===== config.mk =====
export PLATFORM = sky130hd
export DESIGN_NAME = pht_ctrl_flat
export DESIGN_NICKNAME = d
export VERILOG_FILES = /design/src/rtl/pht_ctrl_pkg.sv /design/src/rtl/pht_ctrl_if.sv /design/src/rtl/pht_upd_fifo.sv /design/src/rtl/pht_ctrl.sv /design/src/flat_wrapper.sv
export SDC_FILE = /design/constraint.sdc
export NUM_CORES = 1
export LEC_CHECK = 0
export CAP_MARGIN = 0
export CORE_MARGIN = 4
export CORE_UTILIZATION = 51
export DETAILED_ROUTE_END_ITERATION = 10
export MAX_ROUTING_LAYER = met4
export PLACE_DENSITY = 0.91
export SYNTH_ARGS = -nofsm -noshare
export SYNTH_HDL_FRONTEND = slang
export SYNTH_SLANG_ARGS = --single-unit

===== constraint.sdc =====
create_clock -name clk -period 10.6 [get_ports clk]
set_input_delay 2.12 -clock clk [delete_from_list [all_inputs] [get_ports clk]]
set_output_delay 2.12 -clock clk [all_outputs]
set_load 0.05 [all_outputs]

===== src/rtl/pht_ctrl_pkg.sv =====
// Shared definitions for the pattern-history-table controller: default widths,
// counter limits, arbitration state encoding and resolution-queue entry width.
package pht_ctrl_pkg;

    localparam int PHT_IDX_W_DEF = 10;
    localparam int PHT_CNT_W_DEF = 2;
    localparam int PHT_CNT_MAX_DEF = (1 << PHT_CNT_W_DEF) - 1;

    typedef enum logic [1:0] {
        ST_IDLE  = 2'd0,
        ST_PEND  = 2'd1,
        ST_FORCE = 2'd2
    } arb_state_e;

    // A queued resolution is {idx, taken}.
    function automatic int entry_w(input int idx_w);
        return idx_w + 1;
    endfunction

endpackage


===== src/rtl/pht_ctrl_if.sv =====
// Fetch lookup, execute resolution and table port signals of pht_ctrl.
// The controller uses the slave modport; the surrounding pipeline/table the master.
interface pht_ctrl_if
    import pht_ctrl_pkg::*;
#(
    parameter int IDX_W   = PHT_IDX_W_DEF,
    parameter int CNT_W   = PHT_CNT_W_DEF,
    parameter int PC_W    = 32,
    parameter int Q_DEPTH = 4
);
    logic                       lk_valid;
    logic [PC_W-1:0]            lk_pc;
    logic                       lk_ready;
    logic                       lk_taken;
    logic [IDX_W-1:0]           lk_idx;

    logic                       rs_valid;
    logic                       rs_ready;
    logic [IDX_W-1:0]           rs_idx;
    logic                       rs_taken;

    logic [IDX_W-1:0]           pht_addr;
    logic                       pht_wr_en;
    logic [CNT_W-1:0]           pht_wr_data;
    logic [CNT_W-1:0]           pht_rd_data;

    logic [$clog2(Q_DEPTH):0]   q_count;

    modport master (
        output lk_valid, lk_pc, rs_valid, rs_idx, rs_taken, pht_rd_data,
        input  lk_ready, lk_taken, lk_idx, rs_ready, pht_addr, pht_wr_en,
        input  pht_wr_data, q_count
    );

    modport slave (
        input  lk_valid, lk_pc, rs_valid, rs_idx, rs_taken, pht_rd_data,
        output lk_ready, lk_taken, lk_idx, rs_ready, pht_addr, pht_wr_en,
        output pht_wr_data, q_count
    );

endinterface


===== src/rtl/pht_upd_fifo.sv =====
// Synchronous resolution queue: DEPTH entries, pointers carry one extra wrap bit
// so occupancy is simply wr_ptr - rd_ptr. Caller never pushes when full or pops when empty.
module pht_upd_fifo #(
    parameter int W     = 11,
    parameter int DEPTH = 4
) (
    input  logic                     clk,
    input  logic                     reset,
    input  logic                     push,
    input  logic [W-1:0]             push_data,
    input  logic                     pop,
    output logic [W-1:0]             head,
    output logic [$clog2(DEPTH):0]   count
);
    localparam int AW = $clog2(DEPTH);
    localparam logic [AW:0] PTR_ONE = 1;

    logic [AW:0]  wr_ptr_q;
    logic [AW:0]  rd_ptr_q;
    logic [W-1:0] mem_q [DEPTH];

    always_ff @(posedge clk) begin
        if (reset) begin
            wr_ptr_q <= '0;
            rd_ptr_q <= '0;
        end else begin
            if (push) wr_ptr_q <= wr_ptr_q + PTR_ONE;
            if (pop)  rd_ptr_q <= rd_ptr_q + PTR_ONE;
        end
    end

    // NOTE: storage has no reset; entries are only visible between the pointers.
    always_ff @(posedge clk) begin
        if (push) mem_q[wr_ptr_q[AW-1:0]] <= push_data;
    end

    assign head  = mem_q[rd_ptr_q[AW-1:0]];
    assign count = wr_ptr_q - rd_ptr_q;

endmodule


===== src/rtl/pht_ctrl.sv =====
// Pattern-history-table port arbiter: same-cycle fetch lookups versus queued
// saturating counter updates, with starvation-forced drains. PHT_CTRL_GSHARE_EN adds the GHR.
module pht_ctrl
    import pht_ctrl_pkg::*;
#(
    parameter int IDX_W      = PHT_IDX_W_DEF,
    parameter int CNT_W      = PHT_CNT_W_DEF,
    parameter int PC_W       = 32,
    parameter int Q_DEPTH    = 4,
    parameter int STARVE_LIM = 8
) (
    input logic        clk,
    input logic        reset,
    pht_ctrl_if.slave  bus
);
    localparam int CW = $clog2(Q_DEPTH) + 1;
    localparam int SW = $clog2(STARVE_LIM + 1);
    localparam int EW = entry_w(IDX_W);
    localparam logic [CNT_W-1:0] CNT_MAX = '1;
    localparam logic [CNT_W-1:0] CNT_ONE = 1;
    localparam logic [CW-1:0]    Q_ONE   = 1;
    localparam logic [CW-1:0]    Q_FULL  = CW'(Q_DEPTH);
    localparam logic [SW-1:0]    S_ONE   = 1;
    localparam logic [SW-1:0]    S_LIM   = SW'(STARVE_LIM);

    arb_state_e        state_q;
    logic              lk_ready_q;
    logic [SW-1:0]     starve_q, starve_d;
    logic [CW-1:0]     q_count, q_count_d;
    logic [EW-1:0]     head;
    logic [IDX_W-1:0]  lookup_idx;
    logic              q_full, push, drain;
    logic              unused_pc;

    pht_upd_fifo #(.W(EW), .DEPTH(Q_DEPTH)) u_fifo (
        .clk       (clk),
        .reset     (reset),
        .push      (push),
        .push_data ({bus.rs_idx, bus.rs_taken}),
        .pop       (drain),
        .head      (head),
        .count     (q_count)
    );

`ifdef PHT_CTRL_GSHARE_EN
    logic [IDX_W-1:0] ghr_q;

    always_ff @(posedge clk) begin
        if (reset)     ghr_q <= '0;
        else if (push) ghr_q <= {ghr_q[IDX_W-2:0], bus.rs_taken};
    end

    assign lookup_idx = bus.lk_pc[IDX_W+1:2] ^ ghr_q;
`else
    assign lookup_idx = bus.lk_pc[IDX_W+1:2];
`endif

    assign unused_pc = ^{bus.lk_pc[PC_W-1:IDX_W+2], bus.lk_pc[1:0]};

    // NOTE: every always_comb output gets a default first so no latch is inferred.
    always_comb begin
        q_full    = (q_count == Q_FULL);
        push      = bus.rs_valid && !q_full;
        drain     = !reset && ((state_q == ST_FORCE) ||
                               (state_q == ST_PEND && !bus.lk_valid));
        q_count_d = q_count;
        case ({push, drain})
            2'b10:   q_count_d = q_count + Q_ONE;
            2'b01:   q_count_d = q_count - Q_ONE;
            default: q_count_d = q_count;
        endcase

        starve_d = starve_q;
        if (state_q == ST_FORCE || drain) starve_d = '0;
        else if (state_q == ST_PEND && q_full) starve_d = starve_q + S_ONE;

        bus.pht_wr_data = bus.pht_rd_data;
        if (head[0] && bus.pht_rd_data != CNT_MAX)
            bus.pht_wr_data = bus.pht_rd_data + CNT_ONE;
        else if (!head[0] && bus.pht_rd_data != '0)
            bus.pht_wr_data = bus.pht_rd_data - CNT_ONE;
    end

    always_ff @(posedge clk) begin
        if (reset) begin
            state_q    <= ST_IDLE;
            starve_q   <= '0;
            lk_ready_q <= 1'b1;
        end else begin
            starve_q <= starve_d;
            case (state_q)
                ST_IDLE: if (push) state_q <= ST_PEND;
                ST_PEND: begin
                    if (q_count_d == '0) begin
                        state_q <= ST_IDLE;
                    end else if (starve_d == S_LIM) begin
                        state_q    <= ST_FORCE;
                        lk_ready_q <= 1'b0;
                    end
                end
                ST_FORCE: begin
                    state_q    <= (q_count_d == '0) ? ST_IDLE : ST_PEND;
                    lk_ready_q <= 1'b1;
                end
                default: begin
                    state_q    <= ST_IDLE;
                    lk_ready_q <= 1'b1;
                end
            endcase
        end
    end

    assign bus.pht_addr  = drain ? head[EW-1:1] : lookup_idx;
    assign bus.pht_wr_en = drain;
    assign bus.lk_ready  = lk_ready_q;
    assign bus.lk_taken  = bus.pht_rd_data[CNT_W-1];
    assign bus.lk_idx    = lookup_idx;
    assign bus.rs_ready  = !q_full;
    assign bus.q_count   = q_count;

endmodule

===== src/flat_wrapper.sv =====
// flat-port wrapper written by rule: the top's interface ports become plain ports
module pht_ctrl_flat import pht_ctrl_pkg::*;
#(
    parameter int IDX_W      = PHT_IDX_W_DEF,
    parameter int CNT_W      = PHT_CNT_W_DEF,
    parameter int PC_W       = 32,
    parameter int Q_DEPTH    = 4,
    parameter int STARVE_LIM = 8
)
  (clk, reset, bus_lk_valid, bus_lk_pc, bus_rs_valid, bus_rs_idx, bus_rs_taken, bus_pht_rd_data, bus_lk_ready, bus_lk_taken, bus_lk_idx, bus_rs_ready, bus_pht_addr, bus_pht_wr_en, bus_pht_wr_data, bus_q_count);
  pht_ctrl_if #(.IDX_W(IDX_W), .CNT_W(CNT_W), .PC_W(PC_W), .Q_DEPTH(Q_DEPTH)) bus_i ();
  input logic clk;
  input logic reset;
  input wire logic [$bits(bus_i.lk_valid)-1:0] bus_lk_valid;
  input wire logic [$bits(bus_i.lk_pc)-1:0] bus_lk_pc;
  input wire logic [$bits(bus_i.rs_valid)-1:0] bus_rs_valid;
  input wire logic [$bits(bus_i.rs_idx)-1:0] bus_rs_idx;
  input wire logic [$bits(bus_i.rs_taken)-1:0] bus_rs_taken;
  input wire logic [$bits(bus_i.pht_rd_data)-1:0] bus_pht_rd_data;
  output wire logic [$bits(bus_i.lk_ready)-1:0] bus_lk_ready;
  output wire logic [$bits(bus_i.lk_taken)-1:0] bus_lk_taken;
  output wire logic [$bits(bus_i.lk_idx)-1:0] bus_lk_idx;
  output wire logic [$bits(bus_i.rs_ready)-1:0] bus_rs_ready;
  output wire logic [$bits(bus_i.pht_addr)-1:0] bus_pht_addr;
  output wire logic [$bits(bus_i.pht_wr_en)-1:0] bus_pht_wr_en;
  output wire logic [$bits(bus_i.pht_wr_data)-1:0] bus_pht_wr_data;
  output wire logic [$bits(bus_i.q_count)-1:0] bus_q_count;
  assign bus_i.lk_valid = bus_lk_valid;
  assign bus_i.lk_pc = bus_lk_pc;
  assign bus_i.rs_valid = bus_rs_valid;
  assign bus_i.rs_idx = bus_rs_idx;
  assign bus_i.rs_taken = bus_rs_taken;
  assign bus_i.pht_rd_data = bus_pht_rd_data;
  assign bus_lk_ready = bus_i.lk_ready;
  assign bus_lk_taken = bus_i.lk_taken;
  assign bus_lk_idx = bus_i.lk_idx;
  assign bus_rs_ready = bus_i.rs_ready;
  assign bus_pht_addr = bus_i.pht_addr;
  assign bus_pht_wr_en = bus_i.pht_wr_en;
  assign bus_pht_wr_data = bus_i.pht_wr_data;
  assign bus_q_count = bus_i.q_count;
  pht_ctrl #(.IDX_W(IDX_W), .CNT_W(CNT_W), .PC_W(PC_W), .Q_DEPTH(Q_DEPTH), .STARVE_LIM(STARVE_LIM)) u_core (.clk(clk), .reset(reset), .bus(bus_i));
endmodule

==> insert_results.sql, run 1 <==
INSERT INTO impl_metrics (metric_group, metric, value, unit) VALUES
('outcome', 'outcome', 'finished, final reports clean', ''),
('timing', 'achievable-frequency', '140.3', 'MHz'),
('synth', 'yosys_most_used_dff', 'edfxtp_1', ''),
('synth', 'synthesis.instances', '185', ''),
('cts', 'worst_skew_pair.late_latency', '0.34', 'ns'),
('synth', 'avgSynthCellArea', '14.89', 'µm²'),
('cts', 'cts_setup_buffers', '0', ''),
('cts', 'cts_inserted_buffers', '9', ''),
('layout', 'seqCellArea', '1622', 'µm²'),
('global_route', 'grt.met3_usage', '0.02303', ''),
('power_and_ir_drop', 'peak_supply_drop', '119.2', 'µV'),
('synth', 'ys_ff_latch', '59', ''),
('timing', 'drv_slew', '0', ''),
('detailed_routing', 'drt_wl_total', '5363', 'µm'),
('critical_path', 'crit_path_frequent_cell', 'clkdlybuf4s50_1', ''),
('critical_path', 'cp_max_fo', '16', ''),
('global_route', 'grt_max_degree', '17', ''),
('synth', 'syn_area', '2755', 'µm²'),
('global_route', 'grt_use_met1', '0.2148', ''),
('cts', 'cts.sinks', '59', ''),
('layout', 'fillers', '343', ''),
('critical_path', 'worstPathArrival', '5.01', 'ns'),
('detailed_routing', 'routed_wire_length_per_instance', '17.30', 'µm'),
('timing', 'hold_violation_total_from_the_final_report', '0', ''),
('cts', 'clk_pin_slew', '0.06', 'ns'),
('die', 'core_region_area', '5172', 'µm²'),
('detailed_routing', 'drt-initial-drc-count', '62', ''),
('die', 'design.die.area', '6642', 'µm²'),
('global_route', 'combined_global_route_utilization_of_all_metal_layers', '0.1888', ''),
('cts', 'cts_resized', '0', ''),
('timing', 'finClkSkew', '0.007476', 'ns'),
('run', 'cap_viol_max_count', '0', ''),
('layout', 'area_growth_syn_to_layout', '26.52', '%'),
('timing', 'slew-limit-headroom', '0.2352', ''),
('cts', 'cts_root_buf', 'clkbuf_8', ''),
('timing', 'timing.final.crit_share', '0.6725', ''),
('synth', 'postSynthNetCount', '246', ''),
('timing', 'setup_viols_final', '0', ''),
('critical_path', 'worst-setup-path-type', 'in2out', ''),
('min_path', 'hold_class', 'reg2reg', ''),
('detailed_routing', 'vias', '1660', ''),
('timing', 'setup_total_negative_slack', '0', 'ns'),
('timing', 'setup_repair_after_global_routing_missed_its_margin', 'false', ''),
('layout', 'post-route-cell-area', '3486', 'µm²'),
('cts', 'h_tree_lvls', '3', ''),
('timing', 'timing.final.crit_period', '7.129', 'ns'),
('cts', 'cts_tree', 'yes', ''),
('placement', 'detailed_place_hpwl', '3732', 'µm'),
('critical_path', 'cp-start-kind', 'input port', ''),
('layout', 'final_nets', '296', ''),
('detailed_routing', 'remaining_drc_errors', '0', ''),
('critical_path', 'critical_path.slowest_cell', 'nor2_1', ''),
('detailed_routing', 'post_drt_via_cell_ratio', '5.355', ''),
('layout', 'diodes', '0', ''),
('die', 'floorplan.io_pins', '78', ''),
('detailed_routing', 'ant_nets', '0', ''),
('layout', 'drive_gt1_frac', '0.1667', ''),
('die', 'floorplan.die.height', '81.50', 'µm'),
('global_route', 'grt.busiest_layer', 'met2', ''),
('synth', 'yosysUniqueCellTypes', '41', ''),
('synth', 'synth_seq_area_share', '0.5886', ''),
('critical_path', 'setup.worst_path.end_class', 'primary output', ''),
('global_route', 'via_count_of_the_first_global_routing_pass', '1767', ''),
('critical_path', 'critPathRequiredTime', '8.48', 'ns'),
('die', 'die_width', '81.50', 'µm'),
('layout', 'multiInputGateArea', '993.5', 'µm²'),
('cts', 'post_cts_hold_buffer_count', '0', ''),
('global_route', 'grt_first_pass_wirelength', '8832', 'µm'),
('detailed_routing', 'drt-pass1-iter-count', '4', ''),
('die', 'row_count', '26', ''),
('synth', 'asyncSetResetFlopFracSynth', '0', ''),
('placement', 'port_buffers', '55', ''),
('global_route', 'overflow', '0', ''),
('placement', 'finalWeightedCongestion', '0.7389', ''),
('cts', 'clockBufferDepth', '2', ''),
('synth', 'ys_warn_count', '0', ''),
('power_and_ir_drop', 'total_leakage_power', '1.216', 'nW'),
('critical_path', 'path_cells', 'clkdlybuf4s50_1 > nor2_1 > mux2_2 > clkdlybuf4s50_1', ''),
('global_route', 'antenna_violations_before_repair', '0', ''),
('die', 'start_util', '0.5327', ''),
('power_and_ir_drop', 'p_per_area', '178.6', 'nW/µm²'),
('global_route', 'global_route.usage.met2', '0.3151', ''),
('synth', 'synth_edf_count', '44', ''),
('timing', 'worst_slew_pin_slew', '1.143', 'ns'),
('critical_path', 'slowest_delay', '1.02', 'ns'),
('placement', 'detailed_place.area', '3291', 'µm²');
==> worst max-delay path, delay by kind of cell <==
family	cells	cell delay, ns
buf+inv	2	1.43
mux	1	0.43
simple gates	1	1.02
==> layer usage <==
metal,vias to the layer above,routed length [µm]
met3,12,268
li1,793,-
met1,803,2190
met4,0,165
met5,-,0
met2,52,2738
==> metrics by stage <==
step | std cells | setup slack [ns] | utilization | power (mW) | hold slack, ns
after floorplan | 185 | 4.697 | - | 0.3803 | 0.4692
after global placement | 294 | 3.519 | 0.6362 | 0.4208 | 0.4641
after detailed placement | 294 | 3.470 | 0.6362 | 0.4256 | 0.4793
after CTS | 310 | 3.469 | 0.6739 | 0.6268 | 0.4939
after global routing | 310 | 3.400 | 0.6739 | 0.6472 | 0.5378
final | 310 | 3.471 | 0.6739 | 0.6225 | 0.4903
==> cells in the final DEF (no fill, tap or decap), types with 2 or more instances in the layout <==
cell type        count
nand3_1              2
mux2_2              10
dfxtp_1             15
edfxtp_1            44
o211ai_1             2
or4_1                2
a31oi_1              3
clkinvlp_4           2
nor3_1               4
clkbuf_1             2
fa_1                 2
nor3b_1              2
mux2i_1              4
o31ai_1              2
ha_1                10
xnor2_1              4
xor2_1               3
clkdlybuf4s50_1     55
clkbuf_8            10
mux4_2              11
nand2_1              3
inv_1               10
nand2b_1             3
nor2_1              12
and3_1               5
==> worst paths after layout <==
kind                                      end                                    from  cells past startpoint  slack [ns]
max                           bus_pht_addr[4]                                   reset                      4        3.47
min          u_core.bus.lk_ready$_SDFFE_PP1P_        u_core.bus.lk_ready$_SDFFE_PP1P_                      2        0.49
max reg2reg  u_core.bus.lk_ready$_SDFFE_PP1P_  u_core.u_fifo.wr_ptr_q[0]$_SDFFE_PP0P_                     14        6.45
min reg2reg  u_core.bus.lk_ready$_SDFFE_PP1P_        u_core.bus.lk_ready$_SDFFE_PP1P_                      2        0.49
==> flip-flops by register name, summed over array words and instances (netlist names), named ones only <==
signal / flops
u_core.starve_q: 4
u_core.bus.lk_ready: 1
u_core.state_q: 2
u_core.u_fifo.wr_ptr_q: 3
u_core.u_fifo.rd_ptr_q: 3
u_core.u_fifo.mem_q: 44
==> logic make-up after synthesis <==
| logic type | count (synthesis) | synth area share |
|---|---|---|
| xor+xnor | 8 | 0.03088 |
| fa+ha+maj | 12 | 0.05995 |
| compound gates | 16 | 0.04178 |
| simple gates | 39 | 0.08265 |
| buf+inv | 26 | 0.05086 |
| flops | 59 | 0.5886 |
| mux | 25 | 0.1453 |
==> cells in the mapped netlist, types with 4 or more instances <==
| library cell | instances | area [µm²] |
|---|---|---|
| mux2_2 | 10 | 112.6 |
| xnor2_1 | 4 | 35.03 |
| ha_1 | 10 | 125.1 |
| inv_1 | 10 | 37.54 |
| nor2_1 | 12 | 45.04 |
| nor3_1 | 4 | 20.02 |
| buf_4 | 11 | 82.58 |
| dfxtp_1 | 15 | 300.3 |
| mux4_2 | 11 | 247.7 |
| edfxtp_1 | 44 | 1321 |
| and3_1 | 5 | 31.28 |
| mux2i_1 | 4 | 40.04 |
==> where the power goes <==
part	leakage [nW]	total, mW	internal, mW	switching (mW)
logic	0.598	0.145	0.0600	0.0849
registers	0.525	0.276	0.265	0.0101
clock network	0.0926	0.202	0.115	0.0875
total	1.22	0.623	0.440	0.182
==> final cells by class <==
cell class | count | share of cell area
tap | 70 | 0.02513
inverter | 10 | 0.01077
clock buffer | 12 | 0.04164
sequential | 59 | 0.4652
clock inverter | 4 | 0.01436
multi-input combinational | 100 | 0.2850
timing repair buffer | 55 | 0.1579
(Power assumes the default switching activity.)
==> run 2, diff against run 1 <==
CORE_UTILIZATION = 43   (was 51)
PLACE_DENSITY = 0.82   (was 0.91)
clock period = 6.24 ns   (was 10.6 ns; I/O delays follow)
==> run 2 against run 1 <==
- combinational power up 70%
- register-to-register slack worse by 4.4 ns
- critical path depth up 3
- critical path type unchanged
- highest routed layer unchanged
==> insert_results.sql, run 2 (synthesized netlist as in run 1, its figures left out) <==
INSERT INTO impl_metrics (metric_group, metric, value, unit) VALUES
('cts', 'clk_pin_slew', '0.06', 'ns'),
('layout', 'area_growth_syn_to_layout', '28.38', '%'),
('layout', 'drive_gt1_frac', '0.1660', ''),
('timing', 'setup_viols_final', '0', ''),
('timing', 'setup_repair_after_global_routing_missed_its_margin', 'false', ''),
('power_and_ir_drop', 'pwr-share-comb', '0.219', ''),
('layout', 'finish.cell_count_without_fillers', '316', ''),
('die', 'start_util', '0.4546', ''),
('layout', 'largest_reg_flops', '44', ''),
('global_route', 'combined_global_route_utilization_of_all_metal_layers', '0.1578', ''),
('critical_path', 'critPathRequiredTime', '4.99', 'ns'),
('cts', 'clockBufferDepth', '2', ''),
('power_and_ir_drop', 'seq_power_share', '0.417', ''),
('power_and_ir_drop', 'clock_power_share', '0.364', ''),
('placement', 'placed_cells', '300', ''),
('layout', 'final_nets', '297', ''),
('detailed_routing', 'remaining_drc_errors', '0', ''),
('timing', 'hold_violation_total_from_the_final_report', '0', ''),
('critical_path', 'worst-setup-path-type', 'in2out', ''),
('layout', 'post-route-util', '0.5836', ''),
('global_route', 'grt_max_degree', '17', ''),
('cts', 'cts_resized', '0', ''),
('cts', 'cts_inserted_buffers', '9', ''),
('detailed_routing', 'post_drt_via_cell_ratio', '5.310', ''),
('power_and_ir_drop', 'intPower', '0.8175', 'mW'),
('timing', 'finClkSkew', '0.009073', 'ns'),
('detailed_routing', 'ant_nets', '0', ''),
('outcome', 'outcome', 'finished, final reports clean', ''),
('layout', 'layout_common_cells', '55 x clkdlybuf4s50_1, 44 x edfxtp_1, 15 x dfxtp_1', ''),
('timing', 'timing.final.crit_share', '0.8115', ''),
('placement', 'finalWeightedCongestion', '0.8122', ''),
('critical_path', 'worstRegToRegCells', '14', ''),
('cts', 'cts_setup_buffers', '0', ''),
('cts', 'h_tree_lvls', '3', ''),
('global_route', 'antenna_violations_before_repair', '0', ''),
('critical_path', 'worstPathArrival', '3.82', 'ns'),
('power_and_ir_drop', 'sw_frac_of_total', '0.2718', ''),
('detailed_routing', 'routed_wire_length_per_instance', '16.71', 'µm'),
('timing', 'drv_slew', '0', ''),
('placement', 'port_buffers', '55', ''),
('die', 'core_region_area', '6061', 'µm²'),
('placement', 'detailed_place_hpwl', '3653', 'µm'),
('global_route', 'grt_first_pass_wirelength', '8714', 'µm'),
('min_path', 'hold_depth', '2', ''),
('detailed_routing', 'vias', '1678', ''),
('detailed_routing', 'drt-pass1-iter-count', '4', ''),
('detailed_routing', 'drt-initial-drc-count', '54', ''),
('die', 'design.die.area', '7752', 'µm²'),
('layout', 'diodes', '0', ''),
('cts', 'cts.sinks', '59', ''),
('critical_path', 'cp-start-kind', 'input port', ''),
('power_and_ir_drop', 'peak_supply_drop', '191.9', 'µV'),
('timing', 'setup_total_negative_slack', '0', 'ns'),
('min_path', 'hold_class', 'reg2reg', ''),
('cts', 'cts_tree', 'yes', ''),
('power_and_ir_drop', 'netSwitchingPower', '0.3051', 'mW'),
('cts', 'cts_root_buf', 'clkbuf_8', ''),
('timing', 'worst_slew_pin_slew', '0.7755', 'ns'),
('cts', 'post_cts_hold_buffer_count', '0', ''),
('global_route', 'overflow', '0', ''),
('critical_path', 'setup.worst_path.end_class', 'primary output', ''),
('cts', 'worst_skew_pair.late_latency', '0.33', 'ns'),
('die', 'die_width', '88.05', 'µm'),
('timing', 'timing.final.crit_period', '5.064', 'ns'),
('power_and_ir_drop', 'total_leakage_power', '1.240', 'nW'),
('die', 'floorplan.die.height', '88.05', 'µm'),
('detailed_routing', 'drt_wl_total', '5279', 'µm'),
('power_and_ir_drop', 'design_power_total', '1.123', 'mW'),
('die', 'floorplan.io_pins', '78', ''),
('critical_path', 'r2r_slack', '2.08', 'ns'),
('die', 'row_count', '28', ''),
('layout', 'layout.cells.most_common', 'clkdlybuf4s50_1', ''),
('timing', 'achievable-frequency', '197.5', 'MHz'),
('power_and_ir_drop', 'p_per_area', '317.4', 'nW/µm²'),
('run', 'cap_viol_max_count', '0', ''),
('timing', 'slew-limit-headroom', '0.4823', ''),
('critical_path', 'cp_max_fo', '10', ''),
('global_route', 'via_count_of_the_first_global_routing_pass', '1782', '');
[run 2: power by group through the flow]
stage / clock network (mW) / registers (mW) / logic, mW
after global routing: 0.436 / 0.472 / 0.262
after global placement: 0 / 0.475 / 0.242
after floorplan: 0 / 0.466 / 0.180
after CTS: 0.414 / 0.469 / 0.248
after detailed placement: 0 / 0.478 / 0.246
final: 0.408 / 0.469 / 0.246
[run 2: area by class of cell]
| type | instances | area [µm²] |
|---|---|---|
| sequential | 59 | 1622 |
| multi-input combinational | 100 | 993.5 |
| clock inverter | 5 | 101.3 |
| clock buffer | 11 | 131.4 |
| tap | 75 | 93.84 |
| timing repair buffer | 56 | 558.0 |
| fill | 474 | 2524 |
| inverter | 10 | 37.54 |
[run 2: layer usage]
| layer | up-vias | wire length [µm] | track usage |
|---|---|---|---|
| li1 | 796 | - | - |
| met1 | 831 | 2205 | 0.1810 |
| met2 | 43 | 2748 | 0.2637 |
| met3 | 8 | 243 | 0.03763 |
| met4 | 0 | 80 | 0.06868 |
| met5 | - | 0 | - |
[run 2: final timing paths]
path	startpoint	end
max	bus_lk_valid	bus_pht_addr[6]
min	u_core.bus.lk_ready$_SDFFE_PP1P_	u_core.bus.lk_ready$_SDFFE_PP1P_
max reg2reg	u_core.u_fifo.wr_ptr_q[0]$_SDFFE_PP0P_	u_core.bus.lk_ready$_SDFFE_PP1P_
min reg2reg	u_core.bus.lk_ready$_SDFFE_PP1P_	u_core.bus.lk_ready$_SDFFE_PP1P_
[run 2: critical path, cell delays in order]
cell and delay, ns:
clkdlybuf4s50_1 0.49, nor2_1 0.05, a21boi_0 0.50, nor2_1 0.22, buf_4 0.24, mux2_2 0.25
clkdlybuf4s50_1 0.82
[run 2: through the flow]
stage | hold WS, ns | cell area, µm² | worst slack (ns)
2_1_floorplan | 0.4692 | 2755 | 1.849
6_report | 0.5041 | 3537 | 1.176
3_5_place_dp | 0.4900 | 3304 | 1.194
3_3_place_gp | 0.4697 | 3304 | 1.280
4_1_cts | 0.5039 | 3537 | 1.180
5_1_grt | 0.5488 | 3537 | 1.035
